<file path="config.mk">
export PLATFORM = sky130hd
export DESIGN_NAME = fetch_buffer
export DESIGN_NICKNAME = d
export VERILOG_FILES = /design/src/rtl/fetch_buffer.sv
export SDC_FILE = /design/constraint.sdc
export NUM_CORES = 1
export LEC_CHECK = 0
export ABC_AREA = 1
export BUFFER_PORTS_ARGS = -buffer_cell sky130_fd_sc_hd__buf_2
export CORE_ASPECT_RATIO = 1.1
export CORE_UTILIZATION = 49
export CTS_BUF_LIST = sky130_fd_sc_hd__clkbuf_4 sky130_fd_sc_hd__clkbuf_8
export DETAILED_ROUTE_END_ITERATION = 8
export GPL_TIMING_DRIVEN = 0
export PLACE_DENSITY = 0.7
export SLEW_MARGIN = 20
export SYNTH_ARGS = -nofsm -noshare
export SYNTH_HDL_FRONTEND = slang
export SYNTH_SLANG_ARGS = --single-unit
</file>
<file path="constraint.sdc">
create_clock -name Clock -period 6.14 [get_ports Clock]
set_input_delay 0 -clock Clock [delete_from_list [all_inputs] [get_ports Clock]]
set_output_delay 0 -clock Clock [all_outputs]
set_load 0.01 [all_outputs]
</file>
<file path="src/rtl/fetch_buffer.sv">
// Instruction fetch buffer: fetches sequential 16-bit words into a small queue and issues them in order.
// Optional macro FETCH_BUFFER_BYPASS_EN forwards a completion straight to the issue port when the queue is empty.
module fetch_buffer #(
    parameter int          Depth       = 4,
    parameter logic [15:0] ResetVector = 16'h0000
) (
    input  logic        Clock,
    input  logic        Reset,
    output logic [15:0] InstructionAddress,
    output logic        FetchRequest,
    input  logic        InstructionReady,
    input  logic [15:0] Instruction,
    output logic        IssueValid,
    output logic [15:0] IssueWord,
    output logic [15:0] IssuePC,
    input  logic        IssueAccept,
    input  logic        Redirect,
    input  logic [15:0] RedirectTarget
);

    localparam int PtrW = $clog2(Depth);
    localparam int CntW = PtrW + 1;
    localparam logic [CntW-1:0] DepthCnt = CntW'(Depth);

    logic [15:0]     fetchPc_r;
    logic [PtrW-1:0] rdPtr_r;
    logic [PtrW-1:0] wrPtr_r;
    logic [CntW-1:0] count_r;
    logic [15:0]     wordMem_r [Depth];
    logic [15:0]     pcMem_r   [Depth];

    logic queueEmpty_s;
    logic complete_s;
    logic push_s;
    logic pop_s;
`ifdef FETCH_BUFFER_BYPASS_EN
    logic bypassHit_s;
`endif

    // Fetch handshake, queue push/pop decisions and issue-port selection.
    always_comb begin
        queueEmpty_s       = (count_r == {CntW{1'b0}});
        FetchRequest       = !Reset && !Redirect && (count_r < DepthCnt);
        InstructionAddress = fetchPc_r;
        complete_s         = FetchRequest && InstructionReady;
        // The queue only pops when it holds something; a bypassed word never occupies an entry.
        pop_s              = !Reset && !Redirect && !queueEmpty_s && IssueAccept;
`ifdef FETCH_BUFFER_BYPASS_EN
        bypassHit_s = complete_s && queueEmpty_s;
        push_s      = complete_s && !(bypassHit_s && IssueAccept);
        if (bypassHit_s) begin
            IssueValid = 1'b1;
            IssueWord  = Instruction;
            IssuePC    = fetchPc_r;
        end else begin
            IssueValid = !queueEmpty_s;
            IssueWord  = wordMem_r[rdPtr_r];
            IssuePC    = pcMem_r[rdPtr_r];
        end
`else
        push_s     = complete_s;
        IssueValid = !queueEmpty_s;
        IssueWord  = wordMem_r[rdPtr_r];
        IssuePC    = pcMem_r[rdPtr_r];
`endif
    end

    // Fetch PC, queue pointers and occupancy; reset beats redirect, redirect beats traffic.
    always_ff @(posedge Clock) begin
        if (Reset) begin
            fetchPc_r <= ResetVector;
            rdPtr_r   <= {PtrW{1'b0}};
            wrPtr_r   <= {PtrW{1'b0}};
            count_r   <= {CntW{1'b0}};
        end else if (Redirect) begin
            fetchPc_r <= RedirectTarget & 16'hFFFE;
            rdPtr_r   <= {PtrW{1'b0}};
            wrPtr_r   <= {PtrW{1'b0}};
            count_r   <= {CntW{1'b0}};
        end else begin
            // PC advances on every completion, including one consumed through the bypass.
            if (complete_s) begin
                fetchPc_r <= fetchPc_r + 16'h0002;
            end else begin
                fetchPc_r <= fetchPc_r;
            end
            if (push_s) begin
                wrPtr_r <= wrPtr_r + PtrW'(1);
            end else begin
                wrPtr_r <= wrPtr_r;
            end
            if (pop_s) begin
                rdPtr_r <= rdPtr_r + PtrW'(1);
            end else begin
                rdPtr_r <= rdPtr_r;
            end
            case ({push_s, pop_s})
                2'b10:   count_r <= count_r + CntW'(1);
                2'b01:   count_r <= count_r - CntW'(1);
                default: count_r <= count_r;
            endcase
        end
    end

    // Queue storage; contents are don't-care until written, so no reset here.
    always_ff @(posedge Clock) begin
        if (push_s) begin
            wordMem_r[wrPtr_r] <= Instruction;
            pcMem_r[wrPtr_r]   <= fetchPc_r;
        end else begin
            wordMem_r[wrPtr_r] <= wordMem_r[wrPtr_r];
            pcMem_r[wrPtr_r]   <= pcMem_r[wrPtr_r];
        end
    end

endmodule

</file>
[After elaboration in Yosys (flattened, before gate mapping)]
Memories as Yosys holds them, arrays and structs flattened. A register that Yosys moved wholly into a read port is not among the register bits.
Cells that the tools add are included.
Storage, ports and cells
  bits in registers: 23
  bits in writable memories: 128
  input bits: 37
  output and inout port bits: 50
  logic and storage cells: 43
  memories: 2
Memory list
  pcMem_r: words 4, bits a word 16, rd ports 1, clocked after memory_dff 1, wr ports 1, line 30  | logic [15:0] pcMem_r [Depth];
  wordMem_r: words 4, bits a word 16, rd ports 1, clocked after memory_dff 1, wr ports 1, line 29  | logic [15:0] wordMem_r [Depth];
Operators by class
  add/sub/neg operators: 5
  $lt $le $gt $ge: 1
  equal/unequal tests: 3
  mux-type cells: 12
  bitwise gates (word level): 2
  reduce and logical (&&, ||, !) cells: 13
Operators with widths (count)
  $mux 16: 4
  $add 16x2->16 const B: 1
  $mux 2: 4
  $pmux 3 s2: 1
  $logic_and 1x1->1: 5
  $add 2x1->2 const B: 2
  $reduce_bool 2->1: 2
  $add 3x1->3 const B: 1
  $logic_not 1->1: 3
  $logic_not 3->1: 1
  $lt 3x3->1 const B: 1
  $mux 1: 3
  $sub 3x1->3 const B: 1
  $eq 2x1->1 const B: 1
  $eq 2x2->1 const B: 1
  $or 1x1->1: 2
  $reduce_and 2->1: 1
  $reduce_or 2->1: 1
  $ne 0x0->1: 1

[Logic depth before layout (Yosys ltp)]
Gate-level depths: netlist of the first run.
  depth after elaboration: 7
  gate-level depth with buffers: 11
  depth with buffers taken out: 11

[Worst setup path after synthesis of the first run]
Ideal clock, no wire load.
  path type: reg2reg
  from: reg count_r[2]
  to: mem pcMem_r[0][10] (enable)
  library setup time: 419 ps
  arrival time: 1974 ps
  data required time: 5721 ps
  path slack: 3747 ps
  stages on the path, launching flop included: 5
  buffers on the path: 1
  clock period less this slack: 2393 ps
  cells stage by stage: dfxtp_1 > inv_1 > nand3_4 > buf_6 > nor2_1
Between the ends
  cells in the longest elaborated chain, start to end: 6
  elaborated cells on any way between the ends: 8
  classes of those cells: 1 x order compare; 3 x mux; 1 x bitwise; 3 x reduce/logical
Ends and longest elaborated chain
  start: declaration: line 28  | logic [CntW-1:0] count_r;
  start signal: assignment: line 74  | count_r <= {CntW{1'b0}};
  start signal: assignment: line 79  | count_r <= {CntW{1'b0}};
  start signal: assignment: line 98  | 2'b10: count_r <= count_r + CntW'(1);
  $lt 3x3->1 *: line 43  | FetchRequest = !Reset && !Redirect && (count_r < DepthCnt);
  $logic_and 1x1->1 *: line 43
  $logic_and 1x1->1 *: line 45  | complete_s = FetchRequest && InstructionReady;
  $mux 1 (on tied branches): line 107, 112
  $mux 1 (not written as such) or $reduce_and 2->1 (tied branches)
  $or 1x1->1 (no source line) *
  end: declaration: line 30
Mark *: on every way between the ends. The rest lies on a longest branch, timed or not.

==> flow_summary.json, run 1 <==
{
  "clockPowerShare_pct": 36.9,
  "io_buffers": 82,
  "grt_usage_pct": 22.6,
  "h-tree-depth": 4,
  "grt_pass1_vias": 4420,
  "wire_per_inst_um": 16.4,
  "clk_pin_slew_ns": 0.08,
  "yosysWarnings": 0,
  "synth_cells": 522,
  "timing.hold.ws_ns": 0.0759,
  "yosys_most_used_dff": "edfxtp_1",
  "crit_path_cell_trace": "buf_2, clkinv_1, clkbuf_1, o21ai_0, o22ai_1, buf_2",
  "num-fill-cells": 926,
  "timing.final.hold_violations": 0,
  "multiInputGateArea_um2": 1580,
  "initialDrtViolationCount": 296,
  "setup_viol": 0,
  "arrival_ns": 2.10,
  "synth_xor_area_share_pct": 0.290,
  "fin_crit_sh_pct": 34.3,
  "cpPeakStageDelay_ns": 0.45,
  "clockBufferDepth": 2,
  "grt_max_degree": 21,
  "worstHoldPathType": "in2reg",
  "power.switching_mw": 0.423,
  "reg2reg_depth": 11,
  "synth_cell_types": 33,
  "ant_nets": 0,
  "synth-seq-cells": 148,
  "synth_edf_count": 124,
  "cts_resized": 0,
  "start_util_pct": 50.1,
  "p_leak_nw": 2.76,
  "fin_nets": 709,
  "antenna_cells": 0,
  "max_freq_mhz": 475,
  "setup_tns_ns": 0,
  "synth_top_area_cell": "edfxtp_1",
  "coreArea_um2": 12000,
  "synth_top_area_share_pct": 61.7,
  "grt_pass1_wl_um": 21500,
  "synthArstFlopShare_pct": 0,
  "cts_tree": "done",
  "dieArea_um2": 12800,
  "dieHeight_um": 118,
  "max_slew.worst_pin.slew_ns": 0.608,
  "vdd_ir_drop_max_mv": 0.125,
  "via_per_inst": 5.34,
  "min_path_cells": 5,
  "cp-end-kind": "output pin",
  "reg2reg_to": "count_r[2]$_SDFFE_PP0P_",
  "required_ns": 6.14,
  "p_int_mw": 1.52,
  "numCtsBuffers": 17,
  "drv_slew": 0,
  "insertion_delay_ns": 0.44,
  "max_slew_margin_pct": 59.4,
  "min_from": "InstructionReady",
  "synthTopCellsByArea": "edfxtp_1 62%, dfxtp_1 8.0%, o21ai_0 5.6%",
  "dr.pass1.iters": 5,
  "startpoint_type": "register",
  "antenna_found_initial": 0,
  "vias": 4439,
  "cp_top_family": "buffers and inverters",
  "rsz0062_at_grt": "false",
  "crit_type": "reg2out",
  "layout.area.seq_um2": 4200,
  "min_to": "InstructionAddress[8]$_SDFFE_PP0P_",
  "fp-row-count": 42,
  "reg2reg_slack_ns": 4.18,
  "critPathBufInv": 4,
  "die_w_um": 108,
  "ioPinCount": 87,
  "grt_overflow": 0,
  "synth_top_family_by_area": "compound AO/OA/AOI/OAI gates",
  "path_common_cell": "buf_2",
  "fin_crit_ns": 2.10,
  "swShare_pct": 21.8,
  "syn_area_per_cell_um2": 11.6,
  "area_growth_pct": 24.9,
  "cts_root_buffer": "clkbuf_8",
  "globalplace.congestion": 0.868,
  "dp_hpwl_um": 8530,
  "final_layout_size_suffix_gt1_share_pct": 20.6,
  "outcome": "finished, final reports clean",
  "pwr-share-seq_pct": 57.6,
  "synth-simple-area-share_pct": 11.9,
  "drc": 0,
  "synth_compound_area_share_pct": 11.9,
  "r2r_start": "count_r[2]$_SDFFE_PP0P_",
  "synth.cell_area_um2": 6030,
  "synthMuxAreaShare_pct": 0,
  "slowest_stage": "clkbuf_1",
  "clock_sinks": 148,
  "finClkSkew_ns": 0.0104,
  "maxCapViolCount": 0,
  "pwr_density_cell_nw_per_um2": 258,
  "ys_seq_area_share_pct": 69.7,
  "combPwrFrac_pct": 5.5,
  "crit_fanout": 10,
  "synthAdderAreaFrac_pct": 1.58,
  "wirelength_um": 13600
}
-- state kept, by name, indices dropped and copies added (netlist names), named ones only --
register	count
count_r	3
wordMem_r	64
wrPtr_r	2
pcMem_r	60
rdPtr_r	2
InstructionAddress	15
-- power by group through the flow --
stage | registers [mW] | clock network [mW] | logic, mW
after floorplan | 1.14 | 0 | 0.0439
after global placement | 1.14 | 0 | 0.0816
after detailed placement | 1.14 | 0 | 0.0877
after CTS | 1.12 | 0.736 | 0.106
after global routing | 1.12 | 0.768 | 0.119
final | 1.12 | 0.717 | 0.107
-- per-stage QoR --
step / utilization [%] / power, mW / setup slack, ns / area (µm²) / std cells
after floorplan: - / 1.18 / 3.75 / 6030 / 523
final: 62.6 / 1.94 / 4.04 / 7530 / 832
after detailed placement: 56.3 / 1.23 / 4.22 / 6780 / 763
after global placement: 55.2 / 1.22 / 2.68 / 6640 / 759
after global routing: 62.6 / 2.01 / 3.89 / 7530 / 832
after CTS: 62.6 / 1.96 / 4.04 / 7530 / 832
-- cell usage after synthesis, types with 2 or more instances --
| cell | n |
|---|---|
| buf_6 | 3 |
| buf_2 | 3 |
| edfxtp_1 | 124 |
| inv_1 | 36 |
| a21oi_1 | 16 |
| nor2_2 | 3 |
| a31oi_1 | 4 |
| buf_4 | 2 |
| dfxtp_1 | 24 |
| nand2_1 | 50 |
| ha_1 | 6 |
| nand3_1 | 21 |
| nand4_1 | 5 |
| xor2_1 | 2 |
| clkbuf_1 | 19 |
| o21ai_0 | 68 |
| o21ai_1 | 8 |
| o22ai_1 | 31 |
| nor2_1 | 82 |
| or2_2 | 2 |
-- tightest hold or removal path: stages --
cell and delay [ns]:
buf_2 0.11, nand3_4 0.10, clkinv_2 0.10, nand3_1 0.09
a21oi_1 0.06
-- per-layer routing --
metal | vias to the layer above | wire (µm) | track usage (%)
li1 | 2138 | - | -
met1 | 2121 | 5660 | 27.1
met2 | 156 | 7000 | 38.9
met3 | 24 | 773 | 5.90
met4 | 0 | 210 | 8.22
met5 | - | 0 | 0
-- cell type report --
cell class                 count  share of cell area [%]
buffer                        27                    1.79
clock buffer                  19                    3.31
clock inverter                13                    1.81
inverter                      38                    1.91
multi-input combinational    310                    21.0
sequential                   148                    55.8
tap                          154                    2.56
timing repair buffer         123                    11.8
-- cells by family (layout without fill, tap and decap cells) --
group	Yosys count	in the layout
buffers and inverters	65	220
flip-flops	148	148
AND/OR/NAND/NOR	168	168
AO/OA/AOI/OAI	131	131
adder cells (fa/ha/maj)	7	7
XOR/XNOR	2	2
other	1	2
-- cell usage in the layout, fill, tap and decap left out, types with 3 or more instances in the layout --
master	count
buf_2	85
o21ai_1	8
edfxtp_1	124
buf_16	4
nand2_1	50
a31oi_1	4
buf_6	3
nor2_2	3
clkbuf_8	17
clkinv_4	3
ha_1	6
o21ai_0	68
a21oi_1	16
nand4_1	5
clkinv_1	3
o22ai_1	31
dfxtp_1	24
inv_1	36
nor2_1	78
clkinvlp_4	5
nand3_1	21
clkbuf_1	19
nor2_4	5
dlygate4sd3_1	37
-- timing repair --
action / in CTS / in global routing
hold endpoints to repair: 88 / 0
setup buffers: 0 / 0
hold buffers: 37 / 0
-- how the worst max path moves through the flow --
stage                                           end  slack [ns]  cells past startpoint
after floorplan            pcMem_r[0][10]$_DFFE_PP_        3.75                      4
after global placement    wordMem_r[0][4]$_DFFE_PP_        2.68                      4
after detailed placement    count_r[2]$_SDFFE_PP0P_        4.22                     11
after CTS                                IssuePC[7]        4.04                      6
after global routing                     IssuePC[7]        3.89                      6
final                                    IssuePC[7]        4.04                      6
Power figures use the tool's default switching activity.
==> run 2, diff against run 1 <==
==> constraint.sdc (replaced) <==
create_clock -name Clock -period 2.1 [get_ports Clock]
set_input_delay 0 -clock Clock [delete_from_list [all_inputs] [get_ports Clock]]
set_output_delay 0 -clock Clock [all_outputs]
set_load 0.01 [all_outputs]
==> flow_summary.json, run 2 (synthesis gave the netlist of run 1 again) <==
{
  "grt_max_degree": 21,
  "setup_viol": 0,
  "cts_root_buffer": "clkbuf_8",
  "fp-row-count": 42,
  "r2r_start": "count_r[2]$_SDFFE_PP0P_",
  "timing.final.hold_violations": 0,
  "max_slew.worst_pin.slew_ns": 0.610,
  "antenna_found_initial": 0,
  "wire_per_inst_um": 16.4,
  "die_w_um": 108,
  "dieArea_um2": 12800,
  "reg2reg_slack_ns": 0.15,
  "maxCapViolCount": 0,
  "dp.cells": 763,
  "fin_nets": 709,
  "reg2reg_depth": 11,
  "instances_no_fill": 832,
  "reg2reg_to": "count_r[2]$_SDFFE_PP0P_",
  "via_per_inst": 5.33,
  "startpoint_type": "register",
  "clock_sinks": 148,
  "final_layout_size_suffix_gt1_share_pct": 21.5,
  "multiInputGateArea_um2": 1590,
  "vdd_ir_drop_max_mv": 0.364,
  "layout_common_cells": "124 x edfxtp_1, 86 x buf_2, 78 x nor2_1, 67 x o21ai_0, 50 x nand2_1",
  "initialDrtViolationCount": 290,
  "num-fill-cells": 923,
  "crit_fanout": 10,
  "fin_crit_sh_pct": 96.8,
  "placed_cell_area_um2": 6780,
  "grt_overflow": 0,
  "io_buffers": 82,
  "ioPinCount": 87,
  "required_ns": 2.10,
  "cp-end-kind": "output pin",
  "h-tree-depth": 4,
  "insertion_delay_ns": 0.44,
  "coreArea_um2": 12000,
  "globalplace.congestion": 0.868,
  "ant_nets": 0,
  "pwr_density_cell_nw_per_um2": 754,
  "final_area_um2": 7550,
  "outcome": "finished, final reports clean",
  "crit_type": "reg2out",
  "crit_end": "IssueWord[6]",
  "area_growth_pct": 25.2,
  "final_common_cell": "edfxtp_1",
  "grt_pass1_vias": 4420,
  "grt_pass1_wl_um": 21500,
  "clockBufferDepth": 2,
  "largest_reg_flops": 64,
  "fin_crit_ns": 2.03,
  "layout.area.seq_um2": 4200,
  "drc": 0,
  "start_util_pct": 50.1,
  "p_leak_nw": 2.77,
  "rsz0062_at_grt": "false",
  "top_register": "wordMem_r",
  "clk_pin_slew_ns": 0.08,
  "arrival_ns": 2.03,
  "dr.pass1.iters": 5,
  "max_slew_margin_pct": 59.3,
  "antenna_cells": 0,
  "drv_slew": 0,
  "dieHeight_um": 118,
  "dp_hpwl_um": 8530,
  "numCtsBuffers": 17,
  "finClkSkew_ns": 0.00936,
  "worstHoldPathType": "in2reg",
  "wirelength_um": 13600,
  "vias": 4432,
  "max_freq_mhz": 492,
  "cts_tree": "done",
  "grt_usage_pct": 22.6
}
## run 2: metrics by stage
| step | worst slack (ns) | setup TNS [ns] | power [mW] | utilization [%] | hold WS [ns] |
|---|---|---|---|---|---|
| detailed placement | 0.177 | 0 | 3.60 | 56.3 | 0.216 |
| CTS | 0.000325 | 0 | 5.74 | 62.6 | 0.0474 |
| floorplan | -0.293 | -36.34 | 3.46 | - | 0.0694 |
| global route | 0.00104 | 0 | 5.88 | 62.7 | 0.0679 |
| global placement | -1.36 | -164.77 | 3.58 | 55.2 | 0.210 |
| finish | 0.0672 | 0 | 5.69 | 62.7 | 0.0707 |
## run 2: worst max-delay path, cell delays in order, from the launching register on
cell and delay (ns):
dfxtp_1 0.33, buf_2 0.22, clkbuf_1 0.44, o21ai_0 0.20
o22ai_1 0.23, buf_2 0.17
## run 2: cell type report
| type | instances | area share, % |
|---|---|---|
| buffer | 27 | 1.87 |
| clock buffer | 19 | 3.30 |
| clock inverter | 13 | 1.81 |
| inverter | 38 | 1.96 |
| multi-input combinational | 310 | 21.0 |
| sequential | 148 | 55.7 |
| tap | 154 | 2.55 |
| timing repair buffer | 123 | 11.8 |
## run 2: worst min-delay path by stage
stage,from,endpoint,cells after the start
2_1_floorplan,Reset,InstructionAddress[3]$_SDFFE_PP0P_,1
3_3_place_gp,Instruction[2],wordMem_r[2][2]$_DFFE_PP_,1
3_5_place_dp,Instruction[0],wordMem_r[2][0]$_DFFE_PP_,1
4_1_cts,InstructionReady,wrPtr_r[1]$_SDFFE_PP0P_,4
5_1_grt,InstructionReady,wrPtr_r[1]$_SDFFE_PP0P_,4
6_report,InstructionReady,InstructionAddress[8]$_SDFFE_PP0P_,5
## run 2: per-layer routing
metal | wire, µm | track usage [%] | vias up
met5 | 0 | 0 | -
li1 | - | - | 2143
met1 | 5590 | 27.1 | 2101
met4 | 160 | 8.22 | 0
met2 | 7000 | 38.9 | 169
met3 | 855 | 5.90 | 19
## run 2: timing repair
action,in CTS,in global routing
hold buffers,37,0
hold endpoints to repair,88,0
endpoints found under the setup margin,0,22
resized for setup,0,14
setup buffers,0,0
## run 2: power breakdown
part	total [mW]	switching [mW]	internal (mW)	leakage [nW]
Clock	2.10	1.03	1.07	0.180
Combinational	0.314	0.164	0.150	1.27
Sequential	3.27	0.0506	3.22	1.32
==> run 3, diff against run 2 <==
--- a/config.mk
+++ b/config.mk
@@ -5,7 +5,6 @@
 export SDC_FILE = /design/constraint.sdc
 export NUM_CORES = 1
 export LEC_CHECK = 0
-export ABC_AREA = 1
 export BUFFER_PORTS_ARGS = -buffer_cell sky130_fd_sc_hd__buf_2
 export CORE_ASPECT_RATIO = 1.1
 export CORE_UTILIZATION = 49
==> flow_summary.json, run 3 <==
{
  "max_slew.worst_pin.slew_ns": 0.672,
  "setup_viol": 0,
  "ioPinCount": 87,
  "worstHoldPathType": "in2reg",
  "power.switching_mw": 1.15,
  "dieArea_um2": 12200,
  "antenna_found_initial": 0,
  "coreArea_um2": 11400,
  "placed_cell_area_um2": 6460,
  "fin_crit_sh_pct": 95.7,
  "syn_area_per_cell_um2": 18.3,
  "crit_end": "count_r[2]$_SDFFE_PP0P_",
  "pre_cts_ws_ns": -0.183,
  "grt_pass1_wl_um": 16700,
  "wirelength_um": 10600,
  "timing.final.hold_violations": 0,
  "maxCapViolCount": 0,
  "outcome": "finished, final reports clean",
  "wire_per_inst_um": 17.2,
  "required_ns": 2.45,
  "cp-end-kind": "register",
  "synthTopCellsByArea": "edfxtp_1 65%, mux4_2 12%, dfxtp_1 8.3%",
  "ant_nets": 0,
  "io_buffers": 81,
  "grt_pass1_vias": 3248,
  "p_int_mw": 4.61,
  "h-tree-depth": 4,
  "combPwrFrac_pct": 5.0,
  "area_growth_pct": 25.7,
  "initialDrtViolationCount": 109,
  "p_leak_nw": 2.50,
  "yosysMostFrequentCell": "edfxtp_1",
  "crit_type": "reg2reg",
  "synthArstFlopShare_pct": 0,
  "final_area_um2": 7240,
  "largest_reg_flops": 64,
  "synth_cell_types": 40,
  "reg2reg_depth": 8,
  "yosys_most_used_dff": "edfxtp_1",
  "fin_nets": 499,
  "yosys-top-cells-count": "124 x edfxtp_1, 31 x mux4_2, 24 x dfxtp_1",
  "synth_edf_count": 124,
  "ys_seq_area_share_pct": 73.0,
  "setup.worst_path.start": "count_r[2]$_SDFFE_PP0P_",
  "swShare_pct": 19.9,
  "via_per_inst": 5.26,
  "synth_top_area_cell": "edfxtp_1",
  "dieHeight_um": 116,
  "numCtsBuffers": 17,
  "num-fill-cells": 831,
  "globalplace.congestion": 0.810,
  "grt_overflow": 0,
  "synth_top_area_share_pct": 64.7,
  "drv_slew": 0,
  "dr.pass1.iters": 4,
  "dp.cells": 551,
  "clock_sinks": 148,
  "pwr-share-seq_pct": 57.1,
  "rsz0062_at_grt": "false",
  "max_freq_mhz": 498,
  "synth-seq-cells": 148,
  "startpoint_type": "register",
  "fp-row-count": 41,
  "clockBufferDepth": 2,
  "fin_ws_ns": 0.0904,
  "clk_pin_slew_ns": 0.07,
  "cts_root_buffer": "clkbuf_8",
  "grt_usage_pct": 18.7,
  "vdd_ir_drop_max_mv": 0.351,
  "layout_common_cells": "124 x edfxtp_1, 84 x buf_2, 33 x dlygate4sd3_1, 31 x mux4_2, 23 x dfxtp_1",
  "reg2reg_to": "count_r[2]$_SDFFE_PP0P_",
  "cts_tree": "done",
  "crit_fanout": 9,
  "start_util_pct": 50.3,
  "insertion_delay_ns": 0.42,
  "vias": 3251,
  "grt_max_degree": 26,
  "drc": 0,
  "fin_crit_ns": 2.01,
  "instances_no_fill": 618,
  "synth.cell_area_um2": 5760,
  "setup_tns_ns": 0,
  "final_common_cell": "edfxtp_1",
  "reg2reg_slack_ns": 0.09,
  "r2r_start": "count_r[2]$_SDFFE_PP0P_",
  "die_w_um": 105,
  "top_register": "wordMem_r",
  "pwr_density_cell_nw_per_um2": 796,
  "max_slew_margin_pct": 55.2,
  "antenna_cells": 0,
  "synth_cells": 315,
  "clockPowerShare_pct": 37.9,
  "finClkSkew_ns": 0.00825,
  "dp_hpwl_um": 6870,
  "final_layout_size_suffix_gt1_share_pct": 36.1,
  "arrival_ns": 2.36,
  "timing.hold.ws_ns": 0.0229,
  "yosysWarnings": 0
}
[run 3: cell types whose count changed after synthesis, sizes merged, moves of 11 or more]
cell / change
o22ai: -30
clkbuf: -11
mux4: +31
inv: -28
nand2: -43
o21ai: -72
nand3: -21
nor2: -64
[run 3: worst min-delay path by stage]
stage,endpoint,cells after the start,from,slack [ns]
6_report,rdPtr_r[0]$_SDFFE_PP0P_,4,IssueAccept,0.02
5_1_grt,rdPtr_r[0]$_SDFFE_PP0P_,4,IssueAccept,0.04
4_1_cts,rdPtr_r[0]$_SDFFE_PP0P_,4,IssueAccept,0.01
3_5_place_dp,wordMem_r[1][7]$_DFFE_PP_,1,Instruction[7],0.22
3_3_place_gp,wordMem_r[1][15]$_DFFE_PP_,1,Instruction[15],0.21
2_1_floorplan,wordMem_r[0][0]$_DFFE_PP_,0,Instruction[0],0.1
[run 3: final cells by class]
cell class	count	area, µm²	area share (%)
Clock buffer	22	272	3.75
Timing Repair Buffer	120	853	11.8
Buffer	15	67.6	0.934
Tap cell	150	188	2.59
Sequential cell	148	4210	58.1
Inverter	8	30.0	0.415
Multi-Input combinational cell	145	1490	20.5
Clock inverter	10	133	1.83
[run 3: what timing repair did]
action | in CTS | in global routing
buffers inserted | 0 | 2
hold buffers | 33 | 0
resized for setup | 3 | 3
pin swaps | 0 | 1
hold endpoints to repair | 79 | 0
endpoints found under the setup margin | 2 | 2
[run 3: stage by stage]
stage               total power [mW]  util (%)
finish                          5.76      63.3
global route                    5.97      63.3
CTS                             5.80      63.0
detailed placement              3.59      56.5
global placement                3.57      55.6
floorplan                       3.46         -
[run 3: power groups by stage]
stage / clock network (mW) / registers, mW / logic [mW]
floorplan: 0 / 3.35 / 0.112
global placement: 0 / 3.35 / 0.222
detailed placement: 0 / 3.36 / 0.234
CTS: 2.23 / 3.29 / 0.284
global route: 2.36 / 3.29 / 0.314
finish: 2.18 / 3.29 / 0.287
[run 3: layer usage]
layer | GRT usage (%) | vias to the layer above | wire length, µm
met5 | 0 | - | 0
met4 | 6.57 | 0 | 56
met3 | 4.84 | 4 | 514
met2 | 32.6 | 111 | 5600
met1 | 22.9 | 1606 | 4480
li1 | - | 1530 | -
[run 3: kinds of logic after synthesis]
group | Yosys count | share of synthesized area [%]
muxes | 31 | 12.1
DFF | 148 | 73.0
AOI/OAI and AO/OA | 26 | 3.00
other | 1 | 0.0651
buffers and inverters | 23 | 1.69
xor gates and xnor gates | 15 | 2.28
adders and majority gates | 7 | 1.65
and+or+nand+nor | 64 | 6.17
[run 3: worst max-delay path: stages, from the launching register on]
cell	delay, ns
dfxtp_4	0.40
or3_4	0.15
and3_4	0.18
ha_2	0.18
inv_1	0.05
fa_1	0.37
xor2_1	0.15
or3_1	0.31
a21oi_1	0.13
